===== src/rtl/uart_pkg.sv =====
// Shared UART definitions: arbiter state encoding and default baud timing.
// Used by uart_tx_arbiter and uart_tx.
package uart_pkg;

  typedef enum logic [2:0] {
    IDLE,
    ISSUE,
    WAIT_BUSY,
    WAIT_DONE,
    GUARD
  } arb_state_e;

  localparam int unsigned CLK_FREQ   = 50_000_000;
  localparam int unsigned BAUD_RATE  = 9600;
  // One bit period in clocks; also the default stop-bit guard after each byte.
  localparam int unsigned BIT_PERIOD = CLK_FREQ / BAUD_RATE;

endpackage


===== src/rtl/uart_tx_arbiter_if.sv =====
// Handshake bundle between byte requesters, the arbiter and the uart_tx.
// Optional macro UART_TX_ARB_LOCK_EN adds the req_last message-framing bits.
interface uart_tx_arbiter_if #(
  parameter int N_REQ = 4
);

  logic [N_REQ-1:0]         req_valid;
  logic [N_REQ*8-1:0]       req_data;
  logic [N_REQ-1:0]         req_ready;
`ifdef UART_TX_ARB_LOCK_EN
  logic [N_REQ-1:0]         req_last;
`endif
  logic                     tx_start;
  logic [7:0]               tx_data;
  logic                     tx_busy;
  logic [$clog2(N_REQ)-1:0] grant_id;
  logic                     arb_busy;
  logic                     err_timeout;

  // Requesters plus the uart_tx side, as seen from outside the arbiter.
  modport master (
    output req_valid, req_data,
`ifdef UART_TX_ARB_LOCK_EN
    output req_last,
`endif
    output tx_busy,
    input  req_ready, tx_start, tx_data, grant_id, arb_busy, err_timeout
  );

  // The arbiter itself.
  modport slave (
    input  req_valid, req_data,
`ifdef UART_TX_ARB_LOCK_EN
    input  req_last,
`endif
    input  tx_busy,
    output req_ready, tx_start, tx_data, grant_id, arb_busy, err_timeout
  );

endinterface


===== src/rtl/rr_pick.sv =====
// Rotating-priority encoder: first set request after ptr, wrapping modulo N.
module rr_pick #(
  parameter int N = 4
) (
  input  logic [N-1:0]         req,
  input  logic [$clog2(N)-1:0] ptr,
  output logic [N-1:0]         gnt,
  output logic [$clog2(N)-1:0] idx,
  output logic                 any
);

  localparam int IW = $clog2(N);

  logic [IW-1:0] cand;
  logic          found;

  // Walk candidates ptr+1 .. ptr+N and keep the first one that is requesting.
  always_comb begin
    gnt   = '0;
    idx   = '0;
    found = 1'b0;
    cand  = '0;
    for (int k = 1; k <= N; k++) begin
      cand = IW'((int'(ptr) + k) % N);
      if (!found && req[cand]) begin
        found     = 1'b1;
        gnt[cand] = 1'b1;
        idx       = cand;
      end
    end
  end

  assign any = |req;

endmodule


===== src/rtl/uart_tx_arbiter.sv =====
// Round-robin arbiter sharing one uart_tx among N_REQ byte requesters.
// Optional macro UART_TX_ARB_LOCK_EN: keep the grant on one requester until
// it sends a byte flagged req_last, so messages are never interleaved.
module uart_tx_arbiter
  import uart_pkg::*;
#(
  parameter int          N_REQ         = 4,
  parameter int unsigned GUARD_CYCLES  = BIT_PERIOD,
  parameter int unsigned START_TIMEOUT = 15
) (
  input logic            clk,
  input logic            rst,
  uart_tx_arbiter_if.slave bus
);

  localparam int IW = $clog2(N_REQ);

  arb_state_e       state_q, state_d;
  logic [IW-1:0]    ptr_q, ptr_d;
  logic [IW-1:0]    grant_id_q, grant_id_d;
  logic [7:0]       tx_data_q, tx_data_d;
  logic [31:0]      cnt_q, cnt_d;
`ifdef UART_TX_ARB_LOCK_EN
  logic             lock_q, lock_d;
`endif

  logic [N_REQ-1:0] elig;
  logic [N_REQ-1:0] pick_gnt;
  logic [IW-1:0]    pick_idx;
  logic             pick_any;
  logic [N_REQ-1:0] req_ready;
  logic             tx_start;
  logic             err_timeout;

  // Nobody is eligible while uart_tx is busy; under lock only the owner is.
  always_comb begin
    elig = bus.req_valid & {N_REQ{~bus.tx_busy}};
`ifdef UART_TX_ARB_LOCK_EN
    if (lock_q) begin
      elig = elig & ({{(N_REQ-1){1'b0}}, 1'b1} << grant_id_q);
    end
`endif
  end

  rr_pick #(.N(N_REQ)) u_pick (
    .req (elig),
    .ptr (ptr_q),
    .gnt (pick_gnt),
    .idx (pick_idx),
    .any (pick_any)
  );

  // State, pointer, captured byte and shared timeout/guard counter.
  always_ff @(posedge clk or posedge rst) begin
    if (rst) begin
      state_q    <= IDLE;
      ptr_q      <= IW'(N_REQ - 1);
      grant_id_q <= '0;
      tx_data_q  <= 8'h00;
      cnt_q      <= '0;
`ifdef UART_TX_ARB_LOCK_EN
      lock_q     <= 1'b0;
`endif
    end else begin
      state_q    <= state_d;
      ptr_q      <= ptr_d;
      grant_id_q <= grant_id_d;
      tx_data_q  <= tx_data_d;
      cnt_q      <= cnt_d;
`ifdef UART_TX_ARB_LOCK_EN
      lock_q     <= lock_d;
`endif
    end
  end

  // Next-state and pulse outputs: grant in IDLE, start, wait busy, wait done, guard.
  always_comb begin
    state_d     = state_q;
    ptr_d       = ptr_q;
    grant_id_d  = grant_id_q;
    tx_data_d   = tx_data_q;
    cnt_d       = cnt_q;
`ifdef UART_TX_ARB_LOCK_EN
    lock_d      = lock_q;
`endif
    req_ready   = '0;
    tx_start    = 1'b0;
    err_timeout = 1'b0;
    case (state_q)
      IDLE: begin
        if (pick_any) begin
          req_ready  = pick_gnt;
          tx_data_d  = bus.req_data[int'(pick_idx)*8 +: 8];
          grant_id_d = pick_idx;
          ptr_d      = pick_idx;
`ifdef UART_TX_ARB_LOCK_EN
          lock_d     = ~bus.req_last[pick_idx];
`endif
          state_d    = ISSUE;
        end
      end
      ISSUE: begin
        tx_start = 1'b1;
        cnt_d    = '0;
        state_d  = WAIT_BUSY;
      end
      WAIT_BUSY: begin
        if (bus.tx_busy) begin
          state_d = WAIT_DONE;
        end else if (cnt_q + 32'd1 >= START_TIMEOUT) begin
          err_timeout = 1'b1;
          cnt_d       = GUARD_CYCLES;
          state_d     = GUARD;
        end else begin
          cnt_d = cnt_q + 32'd1;
        end
      end
      WAIT_DONE: begin
        if (!bus.tx_busy) begin
          cnt_d   = GUARD_CYCLES;
          state_d = GUARD;
        end
      end
      GUARD: begin
        // Leaving at 1 gives exactly GUARD_CYCLES cycles; a zero load still takes one.
        if (cnt_q <= 32'd1) begin
          cnt_d   = '0;
          state_d = IDLE;
        end else begin
          cnt_d = cnt_q - 32'd1;
        end
      end
      default: state_d = IDLE;
    endcase
  end

  assign bus.req_ready   = req_ready;
  assign bus.tx_start    = tx_start;
  assign bus.tx_data     = tx_data_q;
  assign bus.grant_id    = grant_id_q;
  assign bus.arb_busy    = (state_q != IDLE);
  assign bus.err_timeout = err_timeout;

endmodule

===== src/flat_wrapper.sv =====
// flat-port wrapper written by rule: the top's interface ports become plain ports
module uart_tx_arbiter_flat import uart_pkg::*;
#(
  parameter int          N_REQ         = 4,
  parameter int unsigned GUARD_CYCLES  = BIT_PERIOD,
  parameter int unsigned START_TIMEOUT = 15
)
  (clk, rst, bus_req_valid, bus_req_data, bus_tx_busy, bus_req_ready, bus_tx_start, bus_tx_data, bus_grant_id, bus_arb_busy, bus_err_timeout);
  uart_tx_arbiter_if #(.N_REQ(N_REQ)) bus_i ();
  input logic clk;
  input logic rst;
  input wire logic [$bits(bus_i.req_valid)-1:0] bus_req_valid;
  input wire logic [$bits(bus_i.req_data)-1:0] bus_req_data;
  input wire logic [$bits(bus_i.tx_busy)-1:0] bus_tx_busy;
  output wire logic [$bits(bus_i.req_ready)-1:0] bus_req_ready;
  output wire logic [$bits(bus_i.tx_start)-1:0] bus_tx_start;
  output wire logic [$bits(bus_i.tx_data)-1:0] bus_tx_data;
  output wire logic [$bits(bus_i.grant_id)-1:0] bus_grant_id;
  output wire logic [$bits(bus_i.arb_busy)-1:0] bus_arb_busy;
  output wire logic [$bits(bus_i.err_timeout)-1:0] bus_err_timeout;
  assign bus_i.req_valid = bus_req_valid;
  assign bus_i.req_data = bus_req_data;
  assign bus_i.tx_busy = bus_tx_busy;
  assign bus_req_ready = bus_i.req_ready;
  assign bus_tx_start = bus_i.tx_start;
  assign bus_tx_data = bus_i.tx_data;
  assign bus_grant_id = bus_i.grant_id;
  assign bus_arb_busy = bus_i.arb_busy;
  assign bus_err_timeout = bus_i.err_timeout;
  uart_tx_arbiter #(.N_REQ(N_REQ), .GUARD_CYCLES(GUARD_CYCLES), .START_TIMEOUT(START_TIMEOUT)) u_core (.clk(clk), .rst(rst), .bus(bus_i));
endmodule

===== config.mk =====
export PLATFORM = sky130hd
export DESIGN_NAME = uart_tx_arbiter_flat
export DESIGN_NICKNAME = d
export VERILOG_FILES = /design/src/rtl/uart_pkg.sv /design/src/rtl/uart_tx_arbiter_if.sv /design/src/rtl/rr_pick.sv /design/src/rtl/uart_tx_arbiter.sv /design/src/flat_wrapper.sv
export SDC_FILE = /design/constraint.sdc
export NUM_CORES = 1
export LEC_CHECK = 0
export BUFFER_PORTS_ARGS = -buffer_cell sky130_fd_sc_hd__buf_2
export CORE_UTILIZATION = 30
export CTS_CLUSTER_DIAMETER = 30
export DETAILED_ROUTE_END_ITERATION = 16
export PLACE_DENSITY = 0.44
export SLEW_MARGIN = 0
export SYNTH_ARGS = -nofsm -noshare
export SYNTH_HDL_FRONTEND = slang
export SYNTH_HIERARCHICAL = 1
export SYNTH_SLANG_ARGS = --single-unit
export TNS_END_PERCENT = 30

===== constraint.sdc =====
create_clock -name clk -period 3.6 [get_ports clk]
set_input_delay 0.72 -clock clk [delete_from_list [all_inputs] [get_ports clk]]
set_output_delay 0.72 -clock clk [all_outputs]
set_load 0.03 [all_outputs]

After elaboration in Yosys (flattened, before gate mapping)

Cells that the tools add are included.
W data, S select, Z words.

$add $sub $neg: 6
$lt $le $gt $ge: 10
Eq/ne operators: 9
Shift operators: 1
Mux-type cells: 44
Bitwise gates (word level): 5
Reductions and logical operators: 17

Operator list:

| operator                | count |
|---|---|
| $mux W32                | 4 |
| $pmux W32 S4            | 1 |
| $add A32 B1 Y32 const B | 1 |
| $ge A32 B4 Y1 const B   | 1 |
| $le A32 B1 Y1 const B   | 1 |
| $shiftx A32 B6 Y8       | 1 |
| $sub A32 B1 Y32 const B | 1 |
| $mux W4                 | 6 |
| $mux W1                 | 15 |
| $mux W3                 | 5 |
| $pmux W3 S5             | 1 |
| $lt A2 B3 Y1 const B    | 4 |
| $or A4 B4 Y4            | 3 |
| $bmux W1 S2             | 4 |
| $demux W1 S2            | 4 |
| $ge A2 B1 Y1 const B    | 4 |
| $mux W2                 | 4 |
| $logic_and A1 B1 Y1     | 7 |
| $eq A3 B2 Y1 const B    | 2 |
| $add A2 B1 Y2 const B   | 2 |
| $add A2 B2 Y2 const B   | 2 |
| $and A4 B4 Y4           | 1 |
| $ne A2 B1 Y1 const B    | 2 |
| $ne A2 B2 Y1 const B    | 2 |
| other kinds (12)        | 14 |

Flip-flop bits (word level): 47
Bits of input ports: 39
Output and inout port bits: 17
Logic and storage cells: 97

Longest topological paths before layout

Gate-level depths: netlist of the first run.

Word-level depth: 16
Gate-level depth with buffers: 12
Depth with buffers taken out: 9

Hierarchy

The synthesis of the first run kept the hierarchy.

By module, submodules not included:

| module          | instances | cells an instance | area each (um^2) | sequential area each (um^2) |
|---|---|---|---|---|
| uart_tx_arbiter | 1         | 447               | 3584.7           | 1178.6 |
| rr_pick         | 1         | 70                | 540.5            | 0.0 |

Worst setup path after synthesis of the first run

No wires, ideal clock.

Kind: flip-flop to output port
Start point: register u_core.ptr_q[0]
End point: output bus_req_ready[0]
Data arrival time: 2.516 ns
Data required time: 2.880 ns
Slack: 0.364 ns
Stages on the path, launching flop included: 10
Buffers on the path: 2
Cell sequence: dfstp_2 > buf_6 > inv_1 > ha_1 > clkbuf_1 > mux4_2 > nand2_1 > o21ai_1 > a221o_1 > and3_1

Longest elaborated chain between the ends: 15
Elaborated cells between the ends (all ways): 50
Those cells by class: 4 x add/sub; 8 x order compare; 25 x mux; 3 x bitwise; 10 x reduce/logical

Ends and longest elaborated chain:

| what                                                                  | RTL line              | source |
|---|---|---|
| from (decl)                                                           | uart_tx_arbiter.sv:19 | `logic [IW-1:0] ptr_q, ptr_d;` |
| from (signal assigned)                                                | uart_tx_arbiter.sv:57 | `ptr_q <= IW'(N_REQ - 1);` |
| from (signal assigned)                                                | uart_tx_arbiter.sv:66 | `ptr_q <= ptr_d;` |
| parallel branches: the longest is 12 deep, another holds $lt A2 B3 Y1 | -                     |  |
| $mux W4 (*)                                                           | rr_pick.sv:25         | `if (!found && req[cand]) begin` |
| net u_core.pick_gnt[0]                                                | uart_tx_arbiter.sv:28 | `logic [N_REQ-1:0] pick_gnt;` |
| $mux W4 (*)                                                           | uart_tx_arbiter.sv:91 | `if (pick_any) begin` |
| $mux W4 (*)                                                           | uart_tx_arbiter.sv:89 | `case (state_q)` |
| to (decl)                                                             | flat_wrapper.sv:15    | `output wire logic [$bits(bus_i.req_ready)-1:0] bus_req_ready;` |

Mark *: on every way through the listed nets, which the timed path passes. The select of a mux whose other input is x is not followed.

Worst setup path in the final report of the first run

Start point: register u_core.ptr_q[1]
End point: output bus_req_ready[0]

The elaborated chain is that of the path after synthesis.

==> impl_results.md, run 1 <==
- Global-route usage over all layers: 17.4%
- Buffers on Ports: between 50 and 60
- Via count of the first global-routing pass: about 3.8k
- Source-to-sink clock delay at the later pin of the worst-skew pair: 0.29 ns
- Slew at the pin closest to its max-slew limit: about 1.1 ns
- Status: completed
- Number of clock sinks seen by CTS: between 40 and 50
- Max-slew headroom at the worst pin: between 20 and 30%
- Post-CTS setup-driven buffer insertion count: 0
- Register bit count reported by yosys: between 40 and 50
- CTS tree: yes
- Leakage power: approximately 2 nW
- Primary FF master, synth: sky130_fd_sc_hd__dfrtp_1
- Syn avg cell area: 7.98 um2
- Origin of the worst min-delay path: u_core/bus.tx_data[7]
- First-pass DRT Iterations: 5
- Finished layout cell area: about 4800 um2
- Count of hold-fix buffers inserted at cts: 0
- Crit path arrival time: 2.71 ns
- Initial cell density of the core: between 30% and 40%
- Max-cap violations: 0
- Fin Clk Skew: roughly 0.0060 ns
- Net count of the finished layout: between 600 and 700
- Min Clock Period, post-route: around 3.4 ns
- Sequential cell area fraction in the yosys report: between 20 and 30%
- Routed Antenna Nets: 0
- Pwr Density: 241 nW/um2
- Critical path data required time: between 2 and 3 ns
- Overall power consumption: roughly 1.2 mW
- Die Width: 119 um
- Largest fanout of any net on the critical path: 9
- Number of design-rule violations left by the first detailed-router iteration: a little over 300
- Number of diodes added for antenna fixing: 0
- Total DRC errors in the routed layout: 0
- Level count of the clock H-tree: 2
- Proportion of synthesized flip-flops having asynchronous set or reset: 100%
- Fin. Hold Viols: 0
- Fill cell total of the finished layout: 1432
- Most used cells in the layout excluding fill and tap cells: 92 x sky130_fd_sc_hd__nand2_1, 55 x sky130_fd_sc_hd__buf_2, 41 x sky130_fd_sc_hd__dfrtp_1
- Crit. Startpoint: u_core/ptr_q[1]
- Highest metal layer with signal wires: met4
- Placed cell areas: between 4000 and 5000 um2
- Vertical die dimension: 119 um
- Nature of the critical path startpoint: flip-flop
- Final RePlAce weighted congestion: roughly 0.82
- Final-layout worst hold slack: 0.475 ns
- Post-Route Setup TNS: 0 ns
- Worst voltage drop across the vdd grid: about 0.00018 V
- Antenna violations before repair: 0
- Max Root-Sink Buffers: 2
- Post-route clock period utilization: 95.1%
- Via density per instance: around 5.5
- Clk root buf: sky130_fd_sc_hd__clkbuf_16
- Number of slew-limit violations in the final report: 0
- HPWL reported at the end of detailed placement: approximately 8.9 mm
- Post-synthesis instance area: roughly 4100 um2
- Placement Rows: 42
- Reg-to-reg startpoint: u_core/cnt_q[14]
- Syn. warnings: 6
- Fmax: around 290 MHz
- Clock slew at reported path FFs: about 0.070 ns
- Class of the worst hold path: reg2reg
- Layout overhead on the synthesized area: 17.5%
- Synthesized net count: 568
- Yosys cell types: 70
- Total gr overflow: 0
- Area of the die: ~14000 um2
- Endpoint kind of the worst setup timing path: primary output
- Metal1 wirelength: just over 6 mm
- Total met2 wirelength after detailed routing: about 5.4 mm
- Mean routed wirelength per cell: between 15 and 20 um
- Share of post-route cells with drive strength above 1: a little under a quarter
- Category of the most critical setup path: reg2out
- Routed wire length: ~12 mm
- Largest net degree at the start of global routing: 48
- Met3 Routed Length: ~440 um
- # setup viols final: 0
- Core ar.: around 13000 um2
- Number of synthesized flops with an enable pin: 0
- I/O pin count: 56
- Gate count after technology mapping: 517
- Most common cell after layout, fill and taps aside: sky130_fd_sc_hd__nand2_1
- Wire length of the first global-routing pass: 19.9 mm
- Via count: slightly above 4k
- Number of buffers created by CTS: 5
- Unrepaired setup endpoints after global routing: false
-- synth_stat cells (11+ instances only) --
library cell	count	area, um2
sky130_fd_sc_hd__nor3_1	22	110
sky130_fd_sc_hd__inv_1	13	48.8
sky130_fd_sc_hd__nor4_1	13	81.3
sky130_fd_sc_hd__and3_1	11	68.8
sky130_fd_sc_hd__a21oi_1	12	60.1
sky130_fd_sc_hd__dfrtp_1	45	1130
sky130_fd_sc_hd__nand2_1	92	345
sky130_fd_sc_hd__nand3_1	16	80.1
sky130_fd_sc_hd__clkbuf_1	25	93.8
sky130_fd_sc_hd__ha_1	12	150
sky130_fd_sc_hd__nor2_1	31	116
sky130_fd_sc_hd__o21ai_0	31	155
-- critical path, stage by stage, from the launching register on --
cell	delay [ns]
sky130_fd_sc_hd__dfstp_2	0.53
sky130_fd_sc_hd__inv_1	0.13
sky130_fd_sc_hd__ha_1	0.55
sky130_fd_sc_hd__mux4_2	0.45
sky130_fd_sc_hd__nand2_1	0.10
sky130_fd_sc_hd__o21ai_1	0.08
sky130_fd_sc_hd__a221o_1	0.25
sky130_fd_sc_hd__and3_1	0.16
sky130_fd_sc_hd__buf_2	0.17
-- cells by family after synthesis --
group	synth area share [%]
AND/OR/NAND/NOR	31.1
XOR/XNOR	1.49
adder cells (fa/ha/maj)	3.64
buffers and inverters	5.94
AO/OA/AOI/OAI	21.6
flip-flops	28.6
multiplexers	7.70
-- final cells by class --
class / count / area [um2] / share of cell area (%)
Multi-Input combinational cell: 415 / 2720 / 56.2
Clock inverter: 3 / 43.8 / 0.904
Tap cell: 176 / 220 / 4.54
Timing Repair Buffer: 85 / 500 / 10.3
Clock buffer: 5 / 125 / 2.58
Sequential cell: 47 / 1180 / 24.4
Inverter: 13 / 48.8 / 1.01
-- sequential cells by signal, indices dropped and copies added, names as in the netlist --
name                 cells
u_core/ptr_q             2
u_core/bus.tx_data       8
u_core/state_q           3
u_core/bus.grant_id      2
u_core/cnt_q            32
-- final timing paths --
path                                              end  slack, ns  cells after the start
worst max register to register       u_core/cnt_q[12]       0.68                      8
min in group asynchronous       u_core/bus.tx_data[5]       0.68                      2
worst max-delay path                 bus_req_ready[0]       0.17                      8
max in group asynchronous             u_core/cnt_q[4]       2.18                      2
worst min-delay path            u_core/bus.tx_data[7]       0.48                      2
worst min register to register  u_core/bus.tx_data[7]       0.48                      2
-- metal layers --
layer | track usage (%) | vias up
met1 | 25.9 | 1954
met4 | 2.53 | 0
met2 | 27.3 | 93
li1 | - | 2007
met3 | 2.01 | 4
met5 | 0 | -
-- power breakdown --
group / leakage, nW / internal, mW / switching, mW / total (mW)
Clock: 0.0838 / 0.328 / 0.214 / 0.542
Combinational: 1.39 / 0.0505 / 0.0490 / 0.0995
Sequential: 0.516 / 0.528 / 0 / 0.528
Total: 1.99 / 0.906 / 0.263 / 1.17
-- what timing repair did --
action / 4_1_cts / 5_1_grt
endpoints found under the hold margin: 0 / 0
pin swaps: 0 / 0
gates resized for setup: 1 / 7
setup endpoints to repair: 1 / 1
cloned: 0 / 0
-- through the flow --
| stage | worst slack [ns] | cells | util [%] |
|---|---|---|---|
| 3_5_place_dp | 0.192 | 736 | 34.9 |
| 6_report | 0.175 | 744 | 36.3 |
| 5_1_grt | 0.0220 | 744 | 36.3 |
| 3_3_place_gp | 0.263 | 736 | 34.9 |
| 2_1_floorplan | 0.364 | 517 | - |
| 4_1_cts | 0.0309 | 744 | 36.1 |
(Power assumes the default switching activity.)
==> inputs of run 2 (changes only) <==
Settings changed: REMOVE_ABC_BUFFERS set to 1.
==> impl_results.md, run 2 (synthesis results as in run 1) <==
- Number of clock sinks seen by CTS: 47 (unchanged)
- Setup slack on the worst flop-to-flop path: 0.44 ns (-0.24 ns)
- Class of the worst hold path: reg2reg
- Placement Rows: 42 (unchanged)
- Met3 Track Usage GR: 2.73% (+0.72 points)
- Clk root buf: sky130_fd_sc_hd__clkbuf_16
- Slowest stage cell on the critical path: sky130_fd_sc_hd__or4_4
- Endpoint kind of the worst setup timing path: primary output
- Number of design-rule violations left by the first detailed-router iteration: 329 (+6.8%)
- Number of buffers created by CTS: 5 (unchanged)
- Crit-path cells: nand4_2 > or4_4 > nor3_2 > nor4bb_1 > o21ai_1 > nor4_2 > nor2_1 > buf_2
- Number of diodes added for antenna fixing: 0 (unchanged)
- GR met2 Demand/Resource: 28.6% (+1.3 points)
- Source-to-sink clock delay at the later pin of the worst-skew pair: 0.29 ns (about the same)
- Count of hold-fix buffers inserted at cts: 0 (unchanged)
- Min Clock Period, post-route: 3.46 ns (+0.0332 ns)
- Number of standard cells in the final layout excluding fillers: 745 (+0.13%)
- Max-slew headroom at the worst pin: 33.8% (+4.3 points)
- Wire length of the first global-routing pass: 20.0 mm (+0.52%)
- Biggest register: u_core/cnt_q
- Core ar.: 13300 um2 (unchanged)
- Nature of the critical path startpoint: flip-flop
- Post-route clock period utilization: 96.1% (+0.92 points)
- Final RePlAce weighted congestion: 0.886 (+7.6%)
- Post-CTS setup-driven buffer insertion count: 0 (unchanged)
- Finished layout cell area: 4840 um2 (-0.13%)
- Placed cell areas: 4670 um2 (+0.43%)
- Flip-flop count of the largest register, all copies and words added: 32 (unchanged)
- Worst Setup Slack, final: 0.142 ns (-0.0332 ns)
- Net count of the finished layout: 619 (+0.16%)
- First-pass DRT Iterations: 6 (+1)
- Global-route track usage on met1: 23.8% (-2.1 points)
- Total gr overflow: 0 (unchanged)
- Most used cells in the layout excluding fill and tap cells: 92 x sky130_fd_sc_hd__nand2_1, 55 x sky130_fd_sc_hd__buf_2, 44 x sky130_fd_sc_hd__dfrtp_1
- Setup WS pre-CTS: 0.226 ns (+0.0345 ns)
- Most common cell after layout, fill and taps aside: sky130_fd_sc_hd__nand2_1
- Unrepaired setup endpoints after global routing: false
- Routed Antenna Nets: 0 (unchanged)
- HPWL reported at the end of detailed placement: 9.03 mm (+1.6%)
- Placed insts: 737 (+0.14%)
- GRT busiest layer: met2
- Number of slew-limit violations in the final report: 0 (unchanged)
- Initial cell density of the core: 30.9% (unchanged)
- Vertical die dimension: 119 um (unchanged)
- Level count of the clock H-tree: 2 (unchanged)
- I/O pin count: 56 (unchanged)
- Buffers on Ports: 55 (unchanged)
- Final-layout worst hold slack: 0.472 ns (-0.00266 ns)
- Leakage power: 1.98 nW (-0.63%)
- Via count of the first global-routing pass: 3933 (+2.7%)
- Status: completed
- Buffers plus inverters on the worst setup path: 1 (-1)
- Antenna violations before repair: 0 (unchanged)
- Number of instances resized during post-cts repair: 0 (-1)
- Largest fanout of any net on the critical path: 8 (-1)
- Max-cap violations: 0 (unchanged)
- Fmax: 289 MHz (-0.96%)
- Max Root-Sink Buffers: 2 (unchanged)
- Category of the most critical setup path: reg2out
- Mean routed wirelength per cell: 16.4 um (+1.2%)
- Fin. Hold Viols: 0 (unchanged)
- Critical path data required time: 2.88 ns (about the same)
- Post-Route Setup TNS: 0 ns (unchanged)
- Worst voltage drop across the vdd grid: 0.000149 V (-19%)
- CTS tree: yes
- Die Width: 119 um (unchanged)
- Routed wire length: 12.2 mm (+1.4%)
- Layout overhead on the synthesized area: 17.3%
- Slew at the pin closest to its max-slew limit: 0.989 ns (-0.0670 ns)
- Pwr Density: 232 nW/um2 (-3.7%)
- Area of the die: 14200 um2 (unchanged)
- Crit path arrival time: 2.74 ns (+0.03 ns)
- Via count: 4109 (+1.3%)
- Worst path max stage delay: 0.65 ns (+0.10 ns)
- Largest net degree at the start of global routing: 48 (unchanged)
- # setup viols final: 0 (unchanged)
- Global-route usage over all layers: 17.6% (+0.23 points)
- Kind of cell adding the most delay to the critical path: simple AND/OR/NAND/NOR gates
- Via density per instance: 5.52 (+1.1%)
- Fin Clk Skew: 0.00463 ns (-0.00139 ns)
- Clock slew at reported path FFs: 0.06 ns (about the same)
- Share of post-route cells with drive strength above 1: 22.1% (-0.74 points)
- Fill cell total of the finished layout: 1419 (-0.91%)
- Total DRC errors in the routed layout: 0 (unchanged)
-- run 2: where the power goes --
part           internal (mW)  switching, mW
logic                 0.0506         0.0490
registers              0.528              0
clock network          0.296          0.201
total                  0.875          0.250
-- run 2: metal layers --
| layer | vias to the layer above | wire length (um) |
|---|---|---|
| met1 | 1959 | 5860 |
| met2 | 114 | 5600 |
| met3 | 16 | 573 |
| li1 | 2020 | - |
| met4 | 0 | 170 |
| met5 | - | 0 |
-- run 2: path summary, 6_finish.rpt --
check / start / cells past startpoint / to
min in group asynchronous: rst / 3 / u_core/cnt_q[18]
max in group asynchronous: rst / 3 / u_core/cnt_q[16]
worst max-delay path: u_core/cnt_q[8] / 8 / bus_err_timeout
worst min register to register: u_core/bus.tx_data[7] / 2 / u_core/bus.tx_data[7]
worst min-delay path: u_core/bus.tx_data[7] / 2 / u_core/bus.tx_data[7]
worst max register to register: u_core/cnt_q[16] / 7 / u_core/cnt_q[10]
-- run 2: area by class of cell --
type / instances / area [um2] / area share (%)
clock buffer: 8 / 156 / 3.23
inverter: 13 / 48.8 / 1.01
multi-input combinational: 415 / 2710 / 56.1
sequential: 47 / 1180 / 24.4
tap: 176 / 220 / 4.55
timing repair buffer: 86 / 520 / 10.8
-- run 2: stage by stage --
step	power, mW	util, %
finish	1.12	36.3
global route	1.18	36.3
global placement	0.637	35.0
floorplan	0.598	-
CTS	1.15	36.2
detailed placement	0.639	35.0
-- run 2: worst reg2reg max path, cell delays in order, from the launching register on --
cell and delay, ns:
sky130_fd_sc_hd__dfrtp_2 0.47, sky130_fd_sc_hd__or4_1 0.57, sky130_fd_sc_hd__nor4_1 0.50, sky130_fd_sc_hd__nand4_1 0.27, sky130_fd_sc_hd__nor2b_2 0.38, sky130_fd_sc_hd__a21o_1 0.23, sky130_fd_sc_hd__a211oi_1 0.43, sky130_fd_sc_hd__a21oi_1 0.17
==> inputs of run 3 (changes only) <==
Settings changed: GPL_TIMING_DRIVEN set to 0, SYNTH_HIERARCHICAL 1 to not set.
==> impl_results.md, run 3 <==
- Class of the worst hold path: in2async
- Core ar.: 12700 um2 (-5.1%)
- Most used cells in the layout excluding fill and tap cells: 54 x sky130_fd_sc_hd__buf_2, 49 x sky130_fd_sc_hd__o21ai_0, 48 x sky130_fd_sc_hd__nand2_1
- Via count of the first global-routing pass: 3559 (-9.5%)
- Number of slew-limit violations in the final report: 0 (unchanged)
- Kind of cell adding the most delay to the critical path: simple AND/OR/NAND/NOR gates
- HPWL reported at the end of detailed placement: 7.90 mm (-13%)
- Total DRC errors in the routed layout: 0 (unchanged)
- Ranking of synthesized cells by area: sky130_fd_sc_hd__dfrtp_1 29%, sky130_fd_sc_hd__o21ai_0 6.4%, sky130_fd_sc_hd__mux2i_1 5.4%
- Via density per instance: 5.44 (-1.3%)
- Slowest stage cell on the critical path: sky130_fd_sc_hd__or4_4
- Setup slack on the worst flop-to-flop path: 0.30 ns (-0.14 ns)
- Most common cell after layout, fill and taps aside: sky130_fd_sc_hd__buf_2
- Cell type with the highest occurrence count on the critical path: sky130_fd_sc_hd__buf_6
- I/O pin count: 56 (unchanged)
- Max Root-Sink Buffers: 2 (unchanged)
- Proportion of synthesized flip-flops having asynchronous set or reset: 100% (unchanged)
- # setup viols final: 0 (unchanged)
- Layout overhead on the synthesized area: 18.6%
- Total gr overflow: 0 (unchanged)
- Category of the most critical setup path: reg2out
- Leakage power: 1.96 nW (-0.94%)
- Count of hold-fix buffers inserted at cts: 0 (unchanged)
- Worst path max stage delay: 0.58 ns (-0.07 ns)
- Nature of the critical path startpoint: flip-flop
- Clk root buf: sky130_fd_sc_hd__clkbuf_16
- CTS tree: yes
- Register bit count reported by yosys: 47 (unchanged)
- Area of the die: 13600 um2 (-4.7%)
- FF-to-FF End: u_core.cnt_q[2]
- Source-to-sink clock delay at the later pin of the worst-skew pair: 0.30 ns (about the same)
- Largest net degree at the start of global routing: 42 (-13%)
- Placement Rows: 41 (-2.4%)
- Share of post-route cells with drive strength above 1: 24.4% (+2.2 points)
- Status: completed
- Routed wire length: 11.3 mm (-7.6%)
- Max-slew headroom at the worst pin: 12.7% (-21 points)
- Routed Antenna Nets: 0 (unchanged)
- Post-synth top area cell: sky130_fd_sc_hd__dfrtp_1
- Gate count after technology mapping: 500 (-3.3%)
- Primary FF master, synth: sky130_fd_sc_hd__dfrtp_1
- Biggest register: u_core.cnt_q
- Reg-to-reg startpoint: u_core.cnt_q[24]
- Number of buffers created by CTS: 5 (unchanged)
- Pwr Density: 973 nW/um2 (+320%)
- Antenna violations before repair: 0 (unchanged)
- Post-synthesis instance area: 3930 um2 (-4.8%)
- Number of clock sinks seen by CTS: 47 (unchanged)
- Critical path data required time: 2.88 ns (about the same)
- Number of synthesized flops with an enable pin: 0 (unchanged)
- Clock slew at reported path FFs: 0.07 ns (about the same)
- Flip-flop count of the largest register, all copies and words added: 32 (unchanged)
- Max-cap violations: 0 (unchanged)
- Mean routed wirelength per cell: 16.0 um (-2.3%)
- Syn. warnings: 0 (-6)
- Sequential cell area fraction in the yosys report: 30.0% (+1.4 points)
- Yosys cell types: 62 (-11%)
- Crit path arrival time: 2.85 ns (+0.11 ns)
- Fin Clk Skew: 0.0104 ns (+0.00580 ns)
- Net count of the finished layout: 583 (-5.8%)
- Fmax: 280 MHz (-3.0%)
- Unrepaired setup endpoints after global routing: true
- Global-route usage over all layers: 17.5% (-0.15 points)
- Most instantiated cells after synthesis: 50 x sky130_fd_sc_hd__o21ai_0, 48 x sky130_fd_sc_hd__nand2_1, 45 x sky130_fd_sc_hd__dfrtp_1, 45 x sky130_fd_sc_hd__nor2_1, 35 x sky130_fd_sc_hd__clkbuf_1
- Number of design-rule violations left by the first detailed-router iteration: 217 (-34%)
- Slew at the pin closest to its max-slew limit: 1.31 ns (+0.318 ns)
- Crit-path cells: buf_6 > and4_2 > nand3_1 > o31a_1 > a2111o_1 > or4_4 > and2_4 > buf_6
- Final-layout worst hold slack: 0.455 ns (-0.0177 ns)
- Worst voltage drop across the vdd grid: 0.000519 V (+250%)
- Syn avg cell area: 7.86 um2 (-1.5%)
- Vertical die dimension: 116 um (-2.4%)
- First-pass DRT Iterations: 4 (-2)
- Largest fanout of any net on the critical path: 9 (+1)
- Final RePlAce weighted congestion: 0.805 (-9.1%)
- Length in cells of the worst reg-to-reg path: 7 (unchanged)
- Buffers on Ports: 55 (unchanged)
- Endpoint kind of the worst setup timing path: primary output
- Post-route clock period utilization: 99.0% (+3.0 points)
- Initial cell density of the core: 31.0% (+0.10 points)
- Most frequent cell after synthesis: sky130_fd_sc_hd__o21ai_0
- Via count: 3838 (-6.6%)
- Level count of the clock H-tree: 2 (unchanged)
- Fin. Hold Viols: 0 (unchanged)
- Min Clock Period, post-route: 3.57 ns (+0.107 ns)
- Die Width: 116 um (-2.4%)
- Fraction of synthesized cell area taken by the top area cell type: 28.7% (+1.4 points)
- Number of diodes added for antenna fixing: 0 (unchanged)
- Overall power consumption: 4.54 mW (+300%)
- Buffers plus inverters on the worst setup path: 2 (+1)
- Wire length of the first global-routing pass: 18.5 mm (-7.8%)
[run 3: cell types whose count changed after synthesis, sizes merged, moves of 10 or more]
cell / change
mux2i: +14
clkbuf: +11
mux4: -10
o21ai: +13
nand2: -44
nor2: +14
[run 3: cell type report]
| cell class | count | area (um2) |
|---|---|---|
| flip-flops and latches | 47 | 1210 |
| inverters | 10 | 37.5 |
| repair buffers | 73 | 444 |
| clock inverters | 2 | 17.5 |
| multi-input cells | 395 | 2610 |
| fillers | 1334 | 8010 |
| clock buffers | 6 | 129 |
| well taps | 172 | 215 |
[run 3: metal layers]
metal,up-vias,global-route usage (%),routed length [um]
met5,-,0,0
met4,0,4.44,99
met3,8,2.91,382
met2,85,28.1,5080
met1,1825,24.3,5720
li1,1920,-,-
[run 3: kinds of logic after synthesis]
| logic type | synth area share (%) |
|---|---|
| AND/OR/NAND/NOR | 29.1 |
| AO/OA/AOI/OAI | 21.1 |
| buffers and inverters | 5.92 |
| flip-flops | 30.0 |
| multiplexers | 6.21 |
| XOR/XNOR | 3.79 |
| adder cells (fa/ha/maj) | 3.82 |
[run 3: worst max-delay path by stage]
| stage | slack, ns | startpoint | cells past startpoint | end |
|---|---|---|---|---|
| 2_1_floorplan | -0.08 | bus_req_valid[2] | 6 | u_core.bus.tx_data[0] |
| 3_3_place_gp | -0.94 | bus_tx_busy | 6 | u_core.bus.tx_data[7] |
| 3_5_place_dp | -0.46 | u_core.cnt_q[0] | 9 | bus_err_timeout |
| 4_1_cts | 0.005 | u_core.cnt_q[22] | 8 | bus_err_timeout |
| 5_1_grt | -0.07 | u_core.cnt_q[0] | 8 | bus_err_timeout |
| 6_report | 0.03 | u_core.cnt_q[1] | 8 | bus_err_timeout |
[run 3: metrics by stage]
step	utilization (%)	setup TNS, ns	setup slack, ns	instance area [um2]	cells
final	36.8	0	0.0345	4660	705
after global routing	36.8	-0.0697	-0.0697	4660	705
after CTS	36.5	0	0.00483	4620	705
after detailed placement	33.8	-0.461	-0.461	4280	681
after global placement	33.3	-16.36	-0.937	4220	679
after floorplan	-	-0.646	-0.0807	3730	452
[run 3: report_power, final]
part / internal, mW / switching [mW]
Clock: 0.261 / 0.221
Sequential: 0.766 / 0.399
Combinational: 1.13 / 1.76
Total: 2.16 / 2.38
[run 3: repair_timing]
action | 4_1_cts | 5_1_grt
gates resized for setup | 30 | 13
pin swaps | 8 | 0
setup buffers | 16 | 0
endpoints found under the setup margin | 2 | 21
